--- src/rtl/spi_slave_rx.sv ---
// SPI mode-0 receive-only slave: synchronizes the pins into clk, deserializes MSB-first
// words and queues them in a FIFO that holds at most FIFO_DEPTH-1 words.
module spi_slave_rx #(
    parameter int DATA       = 8,
    parameter int FIFO_DEPTH = 16
) (
    input  logic                          clk,
    input  logic                          rst,
    input  logic                          sclk,
    input  logic                          cs_n,
    input  logic                          mosi,
    output logic [DATA-1:0]               rdata,
    input  logic                          rd,
    output logic [$clog2(FIFO_DEPTH)-1:0] usedw,
    output logic                          overflow,
    output logic                          frame_err
);

    localparam int AW = $clog2(FIFO_DEPTH);
    localparam int CW = (DATA > 1) ? $clog2(DATA) : 1;
    localparam logic [CW-1:0] LAST_BIT = CW'(DATA - 1);
    localparam logic [CW-1:0] CNT_ZERO = {CW{1'b0}};
    localparam logic [CW-1:0] CNT_ONE  = CW'(1);
    localparam logic [AW-1:0] FULL_LVL = AW'(FIFO_DEPTH - 1);
    localparam logic [AW-1:0] AW_ZERO  = {AW{1'b0}};
    localparam logic [AW-1:0] AW_ONE   = AW'(1);

    typedef enum logic [0:0] {
        IDLE  = 1'b0,
        SHIFT = 1'b1
    } state_t;

    logic            sclk_meta_r, sclk_sync_r, sclk_prev_r;
    logic            cs_meta_r, cs_sync_r;
    logic            mosi_meta_r, mosi_sync_r;
    logic            sclk_rise_s;
    state_t          state_r, state_nxt_s;
    logic [CW-1:0]   bit_cnt_r;
    logic [DATA-1:0] shift_r;
    logic            shift_en_s, word_done_s, frame_err_s;
    logic            wr_r, frame_err_r;

    logic [DATA-1:0] mem_r [FIFO_DEPTH];
    logic [AW-1:0]   wr_ptr_r, rd_ptr_r, usedw_r;
    logic [DATA-1:0] rdata_r;
    logic            overflow_r;
    logic            do_rd_s, do_wr_s;

    // Two-flop synchronizers for the SPI pins plus a delayed copy of sclk for edge detection.
    always_ff @(posedge clk or negedge rst) begin
        if (!rst) begin
            sclk_meta_r <= 1'b0;
            sclk_sync_r <= 1'b0;
            sclk_prev_r <= 1'b0;
            cs_meta_r   <= 1'b1;
            cs_sync_r   <= 1'b1;
            mosi_meta_r <= 1'b0;
            mosi_sync_r <= 1'b0;
        end else begin
            sclk_meta_r <= sclk;
            sclk_sync_r <= sclk_meta_r;
            sclk_prev_r <= sclk_sync_r;
            cs_meta_r   <= cs_n;
            cs_sync_r   <= cs_meta_r;
            mosi_meta_r <= mosi;
            mosi_sync_r <= mosi_meta_r;
        end
    end

    assign sclk_rise_s = sclk_sync_r & ~sclk_prev_r;

    // FSM state register.
    always_ff @(posedge clk or negedge rst) begin
        if (!rst) begin
            state_r <= IDLE;
        end else begin
            state_r <= state_nxt_s;
        end
    end

    // Next-state logic; chip-select release takes priority over a coincident sclk edge.
    always_comb begin
        state_nxt_s = state_r;
        shift_en_s  = 1'b0;
        word_done_s = 1'b0;
        frame_err_s = 1'b0;
        case (state_r)
            IDLE: begin
                if (!cs_sync_r) begin
                    state_nxt_s = SHIFT;
                end else begin
                    state_nxt_s = IDLE;
                end
            end
            SHIFT: begin
                if (cs_sync_r) begin
                    state_nxt_s = IDLE;
                    frame_err_s = (bit_cnt_r != CNT_ZERO);
                end else begin
                    state_nxt_s = SHIFT;
                    shift_en_s  = sclk_rise_s;
                    word_done_s = sclk_rise_s && (bit_cnt_r == LAST_BIT);
                end
            end
            default: begin
                state_nxt_s = IDLE;
            end
        endcase
    end

    // Deserializer, bit counter and the registered write / frame-error strobes.
    always_ff @(posedge clk or negedge rst) begin
        if (!rst) begin
            shift_r     <= {DATA{1'b0}};
            bit_cnt_r   <= CNT_ZERO;
            wr_r        <= 1'b0;
            frame_err_r <= 1'b0;
        end else begin
            wr_r        <= word_done_s;
            frame_err_r <= frame_err_s;
            if (shift_en_s) begin
                shift_r   <= {shift_r[DATA-2:0], mosi_sync_r};
                bit_cnt_r <= word_done_s ? CNT_ZERO : (bit_cnt_r + CNT_ONE);
            end else if (state_nxt_s == IDLE) begin
                bit_cnt_r <= CNT_ZERO;
            end else begin
                bit_cnt_r <= bit_cnt_r;
            end
        end
    end

    // A full FIFO still accepts a write when a read frees a slot in the same cycle.
    assign do_rd_s = rd && (usedw_r != AW_ZERO);
    assign do_wr_s = wr_r && ((usedw_r != FULL_LVL) || do_rd_s);

    // FIFO storage; contents are meaningful only between the pointers, so no reset.
    always_ff @(posedge clk) begin
        if (do_wr_s) begin
            mem_r[wr_ptr_r] <= shift_r;
        end
    end

    // FIFO pointers, occupancy, read data register and sticky overflow.
    always_ff @(posedge clk or negedge rst) begin
        if (!rst) begin
            wr_ptr_r   <= AW_ZERO;
            rd_ptr_r   <= AW_ZERO;
            usedw_r    <= AW_ZERO;
            rdata_r    <= {DATA{1'b0}};
            overflow_r <= 1'b0;
        end else begin
            if (do_wr_s) begin
                wr_ptr_r <= wr_ptr_r + AW_ONE;
            end
            if (do_rd_s) begin
                rd_ptr_r <= rd_ptr_r + AW_ONE;
                rdata_r  <= mem_r[rd_ptr_r];
            end
            if (wr_r && !do_wr_s) begin
                overflow_r <= 1'b1;
            end
            case ({do_wr_s, do_rd_s})
                2'b10:   usedw_r <= usedw_r + AW_ONE;
                2'b01:   usedw_r <= usedw_r - AW_ONE;
                default: usedw_r <= usedw_r;
            endcase
        end
    end

    assign rdata     = rdata_r;
    assign usedw     = usedw_r;
    assign overflow  = overflow_r;
    assign frame_err = frame_err_r;

endmodule

--- config.mk ---
export PLATFORM = sky130hd
export DESIGN_NAME = spi_slave_rx
export DESIGN_NICKNAME = d
export VERILOG_FILES = /design/src/rtl/spi_slave_rx.sv
export SDC_FILE = /design/constraint.sdc
export NUM_CORES = 1
export LEC_CHECK = 0
export ABC_AREA = 1
export BUFFER_PORTS_ARGS = -buffer_cell sky130_fd_sc_hd__buf_4
export CAP_MARGIN = 20
export CORE_UTILIZATION = 45
export CTS_BUF_LIST = sky130_fd_sc_hd__clkbuf_4 sky130_fd_sc_hd__clkbuf_8
export CTS_CLUSTER_DIAMETER = 100
export DETAILED_ROUTE_END_ITERATION = 6
export GPL_TIMING_DRIVEN = 0
export SETUP_SLACK_MARGIN = 0.2
export SLEW_MARGIN = 20
export SYNTH_ARGS = -nofsm -noshare
export SYNTH_HDL_FRONTEND = slang
export SYNTH_SLANG_ARGS = --single-unit
export TNS_END_PERCENT = 30
--- constraint.sdc ---
create_clock -name clk -period 6.4 [get_ports clk]
set_input_delay 0.96 -clock clk [delete_from_list [all_inputs] [get_ports clk]]
set_output_delay 0.96 -clock clk [all_outputs]
set_load 0.005 [all_outputs]
==> metrics.cfg <==
[run_status]
outcome=finished, final reports clean

[critical_path]
cp-start-kind=flip-flop
crit_path_frequent_cell=sky130_fd_sc_hd__nand2_1
critical_path_required_ns=6.75
critPathSlowestCell=sky130_fd_sc_hd__dfrtp_1
timing.critical_path.max_delay_family=compound AO/OA/AOI/OAI gates
timing.critical_path.cells=inv_2 -> nand3_1 -> o21ai_4 -> inv_2 -> buf_6 -> ha_1 -> ha_1 -> a21oi_1 -> nand2_1 -> a21oi_1 -> o21ai_0 -> nand2_1 -> nand2_1
worstPathBufferInverterCount=3
worst-path-max-fanout=10
critPathCaptureType=flip-flop
cp.arrival_ns=2.92
critical_path.max_stage_delay_ns=0.45
timing.setup.critical_path_class=flip-flop to flip-flop

[clocking]
cts-buffers-inserted=17
cts-htree-levels=4
ctsResizeCount=0
tritoncts_clock_tree=yes
clockRootBuffer=sky130_fd_sc_hd__clkbuf_8
post-cts-setup-buffers=0
hold_buffers=0
ctsLongestPathBuffers=2
numClockSinks=170
later_pin_clock_latency_in_the_skew_report_ns=0.46
worst_setup_hold_path_clk_slew_ns=0.09

[synth]
synth.yosys.seq_area_share_pct=66.93
postSynthCellCount=710
synthDominantAreaCellType=sky130_fd_sc_hd__edfxtp_1
synth_cell_type_count=25
postSynthAreaPerCell_um2=10.31
synth.ff_latch_count=170
synth.top_cells.by_area=sky130_fd_sc_hd__edfxtp_1 (53%), sky130_fd_sc_hd__dfrtp_1 (14%), sky130_fd_sc_hd__nand2_1 (11%), sky130_fd_sc_hd__nand3_1 (6.9%), sky130_fd_sc_hd__inv_1 (5.8%)
synth_top_area_share_pct=52.53
yosys_warnings=0
number_of_nets_produced_by_synthesis=728
post_synth_instance_area_um2=7317

[sta]
worst_slew_margin_rel_pct=31.30
drv_slew=0
timing.final.crit_period_ns=2.567
rsz0062_at_grt=no
setup_viol=0
clock-skew-final_ns=0.01461
max_clock_freq_mhz=389.5
finalWorstSetupSlack_ns=3.833
finalHoldViolations=0
setup_total_negative_slack_ns=0
transition_time_at_the_pin_with_the_least_slew_margin_ns=1.027
share_of_the_cycle_needed_by_the_critical_path_after_routing_pct=40.12

[routing]
drt_first_iter_violations=403
drt-pass1-iter-count=4
postRouteWirelength_um=16930
post-route-drc-count=0
wire_per_inst_um=17.33
route.antenna.remaining_nets=0
route.vias.total=4861
drt-vias-per-instance=4.975

[placed_design]
gp_congestion=0.9052
post-dp-hpwl_um=11720
count_of_buffers_from_port_buffering=19
placed_cells=945
dpl_worst_slack_ns=3.491

[power_and_ir_drop]
power_per_cell_area_nw_per_um2=278.7
vdd.ir_drop.worst_v=0.0001580
p_leak_nw=3.682

[grt]
grt_util_all_layers_pct=21.99
grt_overflow_total=0
first_global_vias=4640
grt_max_degree=43
antenna_found_initial=0
global_route_wire_length_before_repair_um=26090

[floorplan]
cell_rows=46
fp.coreArea_um2=15890
die_area_um2=16770
fp.dieH_um=129.5
die_width_um=129.5
initial_core_util_pct=46.06
io-pin-count=20

[final_layout]
final_net_count=766
diode_insertion_count_for_antenna_repair=0
area_growth_pct=11.82
layout.cells.non_filler=977
drive_gt1_share_pct=11.56

[flow_run]
drv.max_cap_violation_count=0

[worst_hold_path]
hold_class=flip-flop to flip-flop

-- registers in the layout, summed over array words and instances, names as in the netlist, 3 cells and up --
register	cells
rd_ptr_r	4
mem_r	128
bit_cnt_r	3
shift_r	8
rdata	8
wr_ptr_r	4
usedw	4
-- per-layer routing --
layer  wire [um]  vias up  GRT usage, %
met1        7650     2363         29.62
met3         818       21         4.377
li1            -     2353             -
met2        8175      124         35.80
met4         284        0         7.387
met5           0        -             0
-- through the flow --
stage	utilization, %	power [mW]	area [um2]	hold slack, ns
finish	51.50	2.280	8182	0.3598
global route	51.50	2.350	8182	0.3662
global placement	48.66	1.450	7730	0.3399
detailed placement	48.66	1.454	7730	0.3395
CTS	51.50	2.297	8182	0.3640
floorplan	-	1.365	7317	0.3312
-- worst paths after layout --
kind / slack (ns) / depth (start not counted) / to / from
hold reg to reg: 0.36 / 0 / mosi_sync_r / mosi_meta_r
setup / recovery: 3.83 / 13 / usedw[3] / usedw[0]
hold / removal: 0.36 / 0 / mosi_sync_r / mosi_meta_r
max in group asynchronous: 5.55 / 1 / cs_meta_r / rst
min in group asynchronous: 0.46 / 1 / rdata[7] / rst
setup reg to reg: 3.83 / 13 / usedw[3] / usedw[0]
-- cell usage in the layout (no fill, tap or decap), types with 2 or more instances in the layout --
cell type and count:
sky130_fd_sc_hd__clkbuf_8 19, sky130_fd_sc_hd__edfxtp_1 128, sky130_fd_sc_hd__a21oi_1 7, sky130_fd_sc_hd__nor2_1 25, sky130_fd_sc_hd__ha_1 11, sky130_fd_sc_hd__nand2_1 219
sky130_fd_sc_hd__inv_6 4, sky130_fd_sc_hd__o21ai_1 8, sky130_fd_sc_hd__buf_2 17, sky130_fd_sc_hd__nand3_1 101, sky130_fd_sc_hd__bufinv_16 4, sky130_fd_sc_hd__buf_4 25
sky130_fd_sc_hd__inv_2 8, sky130_fd_sc_hd__dfrtp_1 40, sky130_fd_sc_hd__o21ai_0 6, sky130_fd_sc_hd__inv_1 114, sky130_fd_sc_hd__xor2_1 7, sky130_fd_sc_hd__buf_6 2
sky130_fd_sc_hd__dfstp_2 2, sky130_fd_sc_hd__inv_4 3
-- cells by family (layout without fill, tap and decap cells) --
kind of cell | after synthesis | after routing | synth area share, %
adders and majority gates | 12 | 12 | 2.155
and+or+nand+nor | 346 | 346 | 19.53
xor gates and xnor gates | 8 | 8 | 0.9576
AOI/OAI and AO/OA | 25 | 25 | 1.984
DFF | 170 | 170 | 66.93
buffers and inverters | 149 | 200 | 8.447
-- final cells by class --
cell class	count	area, um2
plain buffers	27	160.2
clock buffers	20	269.0
clock inverters	12	182.7
fillers	1452	7704
inverters	122	457.9
multi-input cells	391	1802
flip-flops and latches	170	4897
well taps	216	270.3
repair buffers	19	142.6
-- cell usage after synthesis, drive strengths merged --
| master | instances |
|---|---|
| nand2 | 219 |
| edfxtp | 128 |
| inv | 122 |
| nand3 | 101 |
| dfrtp | 40 |
| buf | 26 |
| nor2 | 25 |
| o21ai | 16 |
| ha | 11 |
| a21oi | 7 |
| xor2 | 7 |
| dfstp | 2 |
| a21o | 1 |
| clkbuf | 1 |
| fa | 1 |
| nand3b | 1 |
| o211ai | 1 |
| xnor2 | 1 |
-- power by group --
| group | internal (mW) | switching, mW |
|---|---|---|
| Sequential | 1.27 | 0.0975 |
| Combinational | 0.0299 | 0.0280 |
| Clock | 0.457 | 0.395 |
| Total | 1.76 | 0.521 |
(Power assumes the default switching activity.)
